**src/rtl/sccb_init_seq.sv**
```systemverilog
// sccb_init_seq: walks a camera register table held in an external synchronous ROM and
// issues SCCB writes, with optional read-back verify, bounded retry, delay entries and timeout.
module sccb_init_seq #(
    parameter int ROM_AW         = 6,
    parameter int DATA_WIDTH     = 8,
    parameter int ADDR_WIDTH     = 8,
    parameter int PWRUP_CYCLES   = 1000,
    parameter int GAP_CYCLES     = 16,
    parameter int DELAY_UNIT     = 1000,
    parameter int TIMEOUT_CYCLES = 4096,
    parameter int MAX_RETRY      = 3,
    parameter bit VERIFY_EN      = 1'b1
) (
    input  logic                  clk,
    input  logic                  rstn,
    input  logic                  start,
    input  logic [ROM_AW:0]       rom_entries,
    output logic [ROM_AW-1:0]     rom_addr,
    input  logic [16:0]           rom_data,
    output logic                  sccb_valid,
    output logic                  sccb_rnw,
    output logic [ADDR_WIDTH-1:0] sccb_addr,
    output logic [DATA_WIDTH-1:0] sccb_wdata,
    input  logic                  sccb_done,
    input  logic [DATA_WIDTH-1:0] sccb_rdata,
    output logic                  busy,
    output logic                  init_done,
    output logic                  init_error,
    output logic [ROM_AW-1:0]     err_index
);

    typedef enum logic [3:0] {
        S_IDLE, S_PWRUP, S_FETCH, S_LATCH, S_ISSUE, S_WAIT,
        S_CHECK, S_GAP, S_DELAY, S_NEXT, S_DONE, S_ERROR
    } state_t;

    localparam logic [31:0] PWRUP_LAST   = 32'(PWRUP_CYCLES - 1);
    localparam logic [31:0] GAP_LAST     = 32'(GAP_CYCLES - 1);
    localparam logic [31:0] TIMEOUT_LAST = 32'(TIMEOUT_CYCLES - 1);
    localparam logic [31:0] DLY_UNIT     = 32'(DELAY_UNIT);
    localparam logic [31:0] RETRY_MAX    = 32'(MAX_RETRY);
    localparam logic [ROM_AW:0] IDX_ONE  = 1;

    state_t              state;
    logic [ROM_AW:0]     index;
    logic [ROM_AW:0]     entries_q;
    logic [ROM_AW:0]     index_nxt;
    logic [31:0]         cnt;
    logic [31:0]         retry_cnt;
    logic                ent_skip;
    logic [7:0]          ent_addr;
    logic [7:0]          ent_data;
    logic [DATA_WIDTH-1:0] rdata_q;
    logic                do_read;
    logic                gap_issue;

    // The ROM address simply follows the table index, so it is stable through FETCH.
    assign rom_addr  = index[ROM_AW-1:0];
    assign index_nxt = index + IDX_ONE;

    always_ff @(posedge clk or negedge rstn) begin
        if (!rstn) begin
            state      <= S_IDLE;
            busy       <= 1'b0;
            init_done  <= 1'b0;
            init_error <= 1'b0;
            sccb_valid <= 1'b0;
            sccb_rnw   <= 1'b0;
            sccb_addr  <= '0;
            sccb_wdata <= '0;
            err_index  <= '0;
            index      <= '0;
            entries_q  <= '0;
            cnt        <= '0;
            retry_cnt  <= '0;
            ent_skip   <= 1'b0;
            ent_addr   <= '0;
            ent_data   <= '0;
            rdata_q    <= '0;
            do_read    <= 1'b0;
            gap_issue  <= 1'b0;
        end else begin
            sccb_valid <= 1'b0;
            case (state)
                S_IDLE, S_DONE, S_ERROR: begin
                    if (start) begin
                        init_done  <= 1'b0;
                        init_error <= 1'b0;
                        busy       <= 1'b1;
                        index      <= '0;
                        retry_cnt  <= '0;
                        entries_q  <= rom_entries;
                        cnt        <= '0;
                        state      <= S_PWRUP;
                    end else if (state == S_DONE) begin
                        init_done <= 1'b1;
                        busy      <= 1'b0;
                    end else if (state == S_ERROR) begin
                        init_error <= 1'b1;
                        busy       <= 1'b0;
                        err_index  <= index[ROM_AW-1:0];
                    end
                end
                S_PWRUP: begin
                    if (cnt == PWRUP_LAST) begin
                        cnt   <= '0;
                        state <= (entries_q == '0) ? S_DONE : S_FETCH;
                    end else begin
                        cnt <= cnt + 32'd1;
                    end
                end
                S_FETCH: state <= S_LATCH;
                S_LATCH: begin
                    ent_skip <= rom_data[16];
                    ent_addr <= rom_data[15:8];
                    ent_data <= rom_data[7:0];
                    do_read  <= 1'b0;
                    // Register address 0xFF marks a delay entry; its data is the delay in units.
                    if (rom_data[15:8] == 8'hFF) begin
                        if (rom_data[7:0] == 8'h00) begin
                            state <= S_NEXT;
                        end else begin
                            cnt   <= 32'(rom_data[7:0]) * DLY_UNIT;
                            state <= S_DELAY;
                        end
                    end else begin
                        state <= S_ISSUE;
                    end
                end
                S_DELAY: begin
                    if (cnt <= 32'd1) begin
                        cnt   <= '0;
                        state <= S_NEXT;
                    end else begin
                        cnt <= cnt - 32'd1;
                    end
                end
                S_ISSUE: begin
                    sccb_valid <= 1'b1;
                    sccb_rnw   <= do_read;
                    sccb_addr  <= ADDR_WIDTH'(ent_addr);
                    sccb_wdata <= DATA_WIDTH'(ent_data);
                    cnt        <= 32'd1;
                    state      <= S_WAIT;
                end
                S_WAIT: begin
                    if (sccb_done) begin
                        cnt <= '0;
                        if (sccb_rnw) begin
                            rdata_q <= sccb_rdata;
                            state   <= S_CHECK;
                        end else begin
                            state <= S_GAP;
                            if (VERIFY_EN && !ent_skip) begin
                                do_read   <= 1'b1;
                                gap_issue <= 1'b1;
                            end else begin
                                gap_issue <= 1'b0;
                            end
                        end
                    end else if (cnt == TIMEOUT_LAST) begin
                        state <= S_ERROR;
                    end else begin
                        cnt <= cnt + 32'd1;
                    end
                end
                S_CHECK: begin
                    cnt   <= '0;
                    state <= S_GAP;
                    if (rdata_q == DATA_WIDTH'(ent_data)) begin
                        gap_issue <= 1'b0;
                    end else if (retry_cnt < RETRY_MAX) begin
                        retry_cnt <= retry_cnt + 32'd1;
                        do_read   <= 1'b0;
                        gap_issue <= 1'b1;
                    end else begin
                        state <= S_ERROR;
                    end
                end
                S_GAP: begin
                    if (cnt == GAP_LAST) begin
                        cnt   <= '0;
                        state <= gap_issue ? S_ISSUE : S_NEXT;
                    end else begin
                        cnt <= cnt + 32'd1;
                    end
                end
                S_NEXT: begin
                    retry_cnt <= '0;
                    index     <= index_nxt;
                    state     <= (index_nxt == entries_q) ? S_DONE : S_FETCH;
                end
                default: state <= S_IDLE;
            endcase
        end
    end

endmodule

```
**config.mk**
```make
export PLATFORM = sky130hd
export DESIGN_NAME = sccb_init_seq
export DESIGN_NICKNAME = d
export VERILOG_FILES = /design/src/rtl/sccb_init_seq.sv
export SDC_FILE = /design/constraint.sdc
export NUM_CORES = 1
export LEC_CHECK = 0
export ABC_AREA = 1
export BUFFER_PORTS_ARGS = -buffer_cell sky130_fd_sc_hd__clkbuf_2
export CORE_UTILIZATION = 55
export CTS_BUF_LIST = sky130_fd_sc_hd__clkbuf_8 sky130_fd_sc_hd__clkbuf_16
export DETAILED_ROUTE_END_ITERATION = 12
export PLACE_DENSITY = 0.77
export SLEW_MARGIN = 20
export SYNTH_ARGS = -nofsm -noshare
export SYNTH_HDL_FRONTEND = slang
export SYNTH_SLANG_ARGS = --single-unit
```
**constraint.sdc**
```tcl
create_clock -name clk -period 2.6 [get_ports clk]
set_clock_uncertainty 0.15 [all_clocks]
set_input_delay 0.13 -clock clk [delete_from_list [all_inputs] [get_ports clk]]
set_output_delay 0.13 -clock clk [all_outputs]
set_load 0.01 [all_outputs]
```
## Word-level counts from Yosys, hierarchy flattened

Index checks and enable logic that the tools add are counted.

| cells by class | value |
|---|---|
| order comparisons | 2 |
| multiplexer cells | 50 |
| $add $sub $neg | 4 |
| bitwise logic cells | 2 |
| equality and inequality tests | 32 |
| $mul | 1 |
| reductions and logical operators | 24 |

Operators by type and width:

| operator | number |
|---|---|
| 2-to-1 mux 32 bit | 10 |
| case mux 32 bit (8 select lines) | 1 |
| case mux 32 bit (3 select lines) | 1 |
| adder 32 x 1 -> 32 bit, second input constant | 2 |
| 2-to-1 mux 4 bit | 12 |
| case mux 4 bit (10 select lines) | 1 |
| equality test 32 x 10 -> 1 bit, second input constant | 1 |
| equality test 32 x 12 -> 1 bit, second input constant | 1 |
| equality test 32 x 4 -> 1 bit, second input constant | 1 |
| <= comparator 32 x 1 -> 1 bit, second input constant | 1 |
| less-than comparator 32 x 2 -> 1 bit, second input constant | 1 |
| subtractor 32 x 1 -> 32 bit, second input constant | 1 |
| inequality test 2 bit, second input constant | 12 |
| 2-to-1 mux 1 bit | 21 |
| equality test 4 x 3 -> 1 bit, second input constant | 4 |
| equality test 4 bit, second input constant | 4 |
| multiplier 8 x 7 -> 15 bit, second input constant | 1 |
| case mux 7 bit (2 select lines) | 1 |
| AND reduction 4 bit | 3 |
| AND reduction 5 bit | 2 |
| inequality test 3 bit, second input constant | 3 |
| nonzero test 3 bit | 3 |
| equality test 4 x 2 -> 1 bit, second input constant | 2 |
| equality test 8 bit | 1 |
| other kinds (17) | 25 |

| storage, ports and cells | value |
|---|---|
| output and inout bits | 33 |
| register bits | 136 |
| bits of input ports | 36 |
| word-level logic and storage cells | 134 |

## Longest topological paths before layout

| logic depth | value |
|---|---|
| depth after elaboration | 4 |
| gate-level depth with buffers | 19 |

## Worst setup path after synthesis

Ideal clock, no wire load.

| timing path | value |
|---|---|
| path type | in2reg |
| start point | in rom_data[1] |
| end point | reg cnt[11] |
| arrival time | 3,266 ps |
| buffers on the path | 0 |
| stages | 16 |
| slack | -933 ps |
| setup time | 117 ps |
| cell sequence | fa_1 inv_1 fa_1 fa_1 fa_1 inv_1 ha_1 nand2_1 inv_1 nand2_1 nand2_1 or2_2 nand3_1 nand3_1 nand2_1 nand2_1 |

| on the way | value |
|---|---|
| longest elaborated chain between the ends | 4 |
| elaborated cells between the ends (all ways) | 7 |

RTL lines:

| what | line | source |
|---|---|---|
| start: declaration | 19 | `input logic [16:0] rom_data,` |
| multiplier 8 x 7 -> 15 bit | 123 | `cnt <= 32'(rom_data[7:0]) * DLY_UNIT;` |
| 2-to-1 mux 32 bit | 120 | `if (rom_data[7:0] == 8'h00) begin` |
| 2-to-1 mux 32 bit | 119 | `if (rom_data[15:8] == 8'hFF) begin` |
| case mux 32 bit (8 select lines) | 84 | `case (state)` |
| end signal: assignment | 109 | `cnt <= cnt + 32'd1;` |
| end signal: assignment | 123 |  |
| end signal: assignment | 135 | `cnt <= cnt - 32'd1;` |
| end: declaration | 48 | `logic [31:0] cnt;` |

Parallel ways exist; a longest one is shown, timed or not. The select of a mux whose other input is x is not followed.
A chain may end at the register's enable or synchronous reset.

## Final worst setup path

| timing path | value |
|---|---|
| start point | in rom_data[1] |
| end point | reg cnt[16] |

Same word-level chain as after synthesis.

==> flow_summary.ini <==
[final_layout]
synthToLayoutAreaGrowth_pct = 19.1
multi_input_area_um2 = 5610
final_nets = 1595
drive_above_1_share_pct = 17.3
fillers = 1391
fin_cells = 1727
antenna_cells = 0
ff_latch_area_um2 = 3400

[global_routing]
antenna_found_initial = 0
grt_max_degree = 137
grt_pass1_vias = 9242
grt_pass1_wl_um = 43500
grt.total_usage_pct = 30.2
globalRouteOverflowTotal = 0

[timing]
timing.slew.headroom_pct = 48.7
worst_hold_slack_ns = 0.0272
finalSetupViolations = 10
slew_violations = 0
rsz0062_at_grt = true
fin_ws_ns = -0.637
setup_tns_ns = -5.31
max_freq_ghz = 0.309
hold_viol_final = 0
period_minus_slack_ns = 3.24
period_share_pct = 125
worst_pin_slew_ns = 0.769

[flow_run]
cap_violations = 0

[yosys]
ys_ff_latch = 136
yosysSeqAreaShare_pct = 34.5
syn_area_per_cell_um2 = 7.23
syn_area_um2 = 9870
synth_nets = 1469
synth_cell_types = 43
ys_warn_count = 0
synthCells = 1365

[clock_tree]
clock_latency_ns = 0.43
cts.path.max_buffers = 2
cts_buffers = 17
cts_tree = done
postCtsSetupBuffers = 0
clock-root-buffer = clkbuf_16
clk_pin_slew_ns = 0.06
htreeDepth = 4
clock_sinks = 136

[worst_setup_path]
start_kind = input pin
cp_max_fo = 4
worstPathArrival_ns = 3.40
critical_path_required_ns = 2.77
setup.worst_path.class = in2reg
cp-end-kind = register
worstRegToRegCells = 11

[routing]
ant_nets = 0
wire_per_inst_um = 15.1
wirelength_um = 26100
drt_first_pass_iters = 5
drc = 0
vias = 9309
drt_iter0_drc = 814
vias_per_cell = 5.39

[floorplanning]
initial_utilization_pct = 56.7
core_um2 = 17400
die_w_um = 136
die_area_um2 = 18500
die_h_um = 136
ios = 69
row_count = 48

[power]
power_mw = 12.1
ir_worst_vdd_mv = 0.820
powerDensity_nw_per_um2 = 1030
p_leak_nw = 6.17

[placed_design]
dp.cells = 1669
dp_hpwl_um = 18800
gp_congestion = 0.986
portBuffers = 68

[hold_path]
hold_depth = 4
hold_class = in2reg

[run_status]
status = finished, violations left
violations = negative setup slack
-- where the power goes --
part / internal [mW] / total (mW) / leakage [nW] / switching (mW)
combinational: 2.50 / 6.65 / 4.11 / 4.16
sequential: 2.66 / 3.18 / 1.80 / 0.516
clock: 1.32 / 2.26 / 0.252 / 0.936
total: 6.48 / 12.1 / 6.17 / 5.61
-- layer usage --
layer  vias up  track usage [%]  share of wire, %  wire length, µm
li1       4542                -                 -                -
met2       382             51.1                48            12600
met4         0             11.6               2.7              717
met1      4324             38.1                42            11000
met3        61             5.59               6.8             1770
met5         -                0                 0                0
-- area by class of cell --
class / count / share of cell area (%)
multi-input combinational: 980 / 47.7
tap: 225 / 2.40
sequential: 136 / 29.0
timing repair buffer: 158 / 9.92
clock buffer: 18 / 3.74
inverter: 198 / 6.37
clock inverter: 12 / 0.884
-- what timing repair did --
item / CTS / global route
endpoints found under the hold margin: 163 / 0
setup endpoints to repair: 10 / 10
pin swaps: 12 / 26
resized for setup: 25 / 20
hold buffers: 28 / 0
cloned: 0 / 0
-- kinds of logic after synthesis --
logic type,after synthesis,synth area share [%]
mux,8,0.913
simple gates,752,33.2
xor+xnor,41,3.64
fa+ha+maj,68,10.2
compound gates,111,6.48
flops,136,34.5
buf+inv,249,11.1
-- final timing paths --
path	start	end	slack, ns
min reg2reg	sccb_addr[7]	sccb_addr[7]	0.33
min	rom_data[3]	ent_data[3]	0.03
min in group asynchronous	rstn	sccb_addr[7]	0.23
max	rom_data[1]	cnt[16]	-0.64
max reg2reg	cnt[0]	cnt[10]	0.17
max in group asynchronous	rstn	cnt[31]	1.55
-- synth_stat cells --
library cell,n,share of area (%)
clkbuf_1,8,0.30
o21ai_1,1,0.051
dfrtp_1,136,34
nand2_4,2,0.23
clkbuf_2,1,0.051
nand3b_1,8,0.61
o211ai_2,5,0.63
xor2_1,30,2.7
fa_1,21,4.3
nor3_2,1,0.10
a21oi_1,26,1.3
mux2_2,8,0.91
nand4_1,27,1.7
nand2_1,390,15
nor2_1,149,5.7
clkinv_2,1,0.051
a221oi_1,1,0.089
o211ai_1,5,0.38
ha_1,47,6.0
nand3_1,110,5.6
buf_2,17,0.86
o211a_1,1,0.10
or2_2,2,0.13
nor3_1,25,1.3
xnor2_1,11,0.98
nand2_2,14,0.89
nor2_4,8,0.91
a21oi_2,1,0.089
nand3_2,3,0.30
nand3_4,1,0.18
or2_1,2,0.13
buf_4,14,1.1
buf_6,11,1.3
o22ai_1,5,0.32
o2111ai_1,1,0.089
a21o_1,1,0.076
nor2_2,8,0.51
o21ai_0,60,3.0
o21bai_1,3,0.23
inv_1,192,7.3
nor4_1,2,0.13
inv_2,5,0.19
a31oi_1,1,0.063
-- per-stage QoR --
stage | area, µm² | utilization, % | setup slack (ns)
floorplan | 9940 | - | -0.738
global placement | 10700 | 61.6 | -1.04
detailed placement | 10700 | 61.6 | -1.10
CTS | 11700 | 67.1 | -0.590
global route | 11800 | 67.5 | -0.819
finish | 11800 | 67.5 | -0.637
-- sequential cells by signal, summed over array words and instances (netlist names) --
| register | flops |
|---|---|
| ent_addr | 8 |
| retry_cnt | 32 |
| sccb_rnw | 1 |
| rdata_q | 8 |
| init_done | 1 |
| entries_q | 7 |
| ent_data | 8 |
| init_error | 1 |
| sccb_addr | 8 |
| sccb_wdata | 8 |
| ent_skip | 1 |
| cnt | 32 |
| err_index | 6 |
| do_read | 1 |
| state | 4 |
| busy | 1 |
| gap_issue | 1 |
| index | 7 |
| sccb_valid | 1 |
-- placed cells by master (no fill, tap or decap), types with 6 or more instances in the layout --
| master | instances |
|---|---|
| xor2_1 | 30 |
| nor2_1 | 147 |
| nand3b_1 | 8 |
| ha_1 | 39 |
| clkbuf_16 | 17 |
| nand4_1 | 27 |
| dlygate4sd3_1 | 28 |
| nand3_2 | 10 |
| inv_2 | 10 |
| nor2_4 | 9 |
| clkinvlp_4 | 7 |
| nand3_1 | 101 |
| nand2_1 | 380 |
| inv_1 | 186 |
| fa_1 | 21 |
| ha_4 | 8 |
| clkbuf_2 | 64 |
| o21ai_1 | 6 |
| nand2_2 | 22 |
| o21ai_0 | 54 |
| nor2_2 | 9 |
| mux2_2 | 8 |
| xnor2_1 | 11 |
| a21oi_1 | 22 |
| buf_4 | 55 |
| nor3_1 | 25 |
| dfrtp_1 | 136 |
-- critical path, stage by stage --
cell	delay, ns
buf_8	0.10
fa_1	0.58
xor2_1	0.18
ha_1	0.27
inv_2	0.07
fa_1	0.44
fa_1	0.57
inv_2	0.05
ha_4	0.29
nand2_2	0.05
nand2_2	0.08
buf_6	0.10
nand2_4	0.03
nand2_2	0.05
nand2_2	0.05
nand3_2	0.08
nand2_2	0.06
nand3_2	0.07
nand3_2	0.05
nand2_1	0.06
nand2_1	0.05
(Power assumes the default switching activity.)
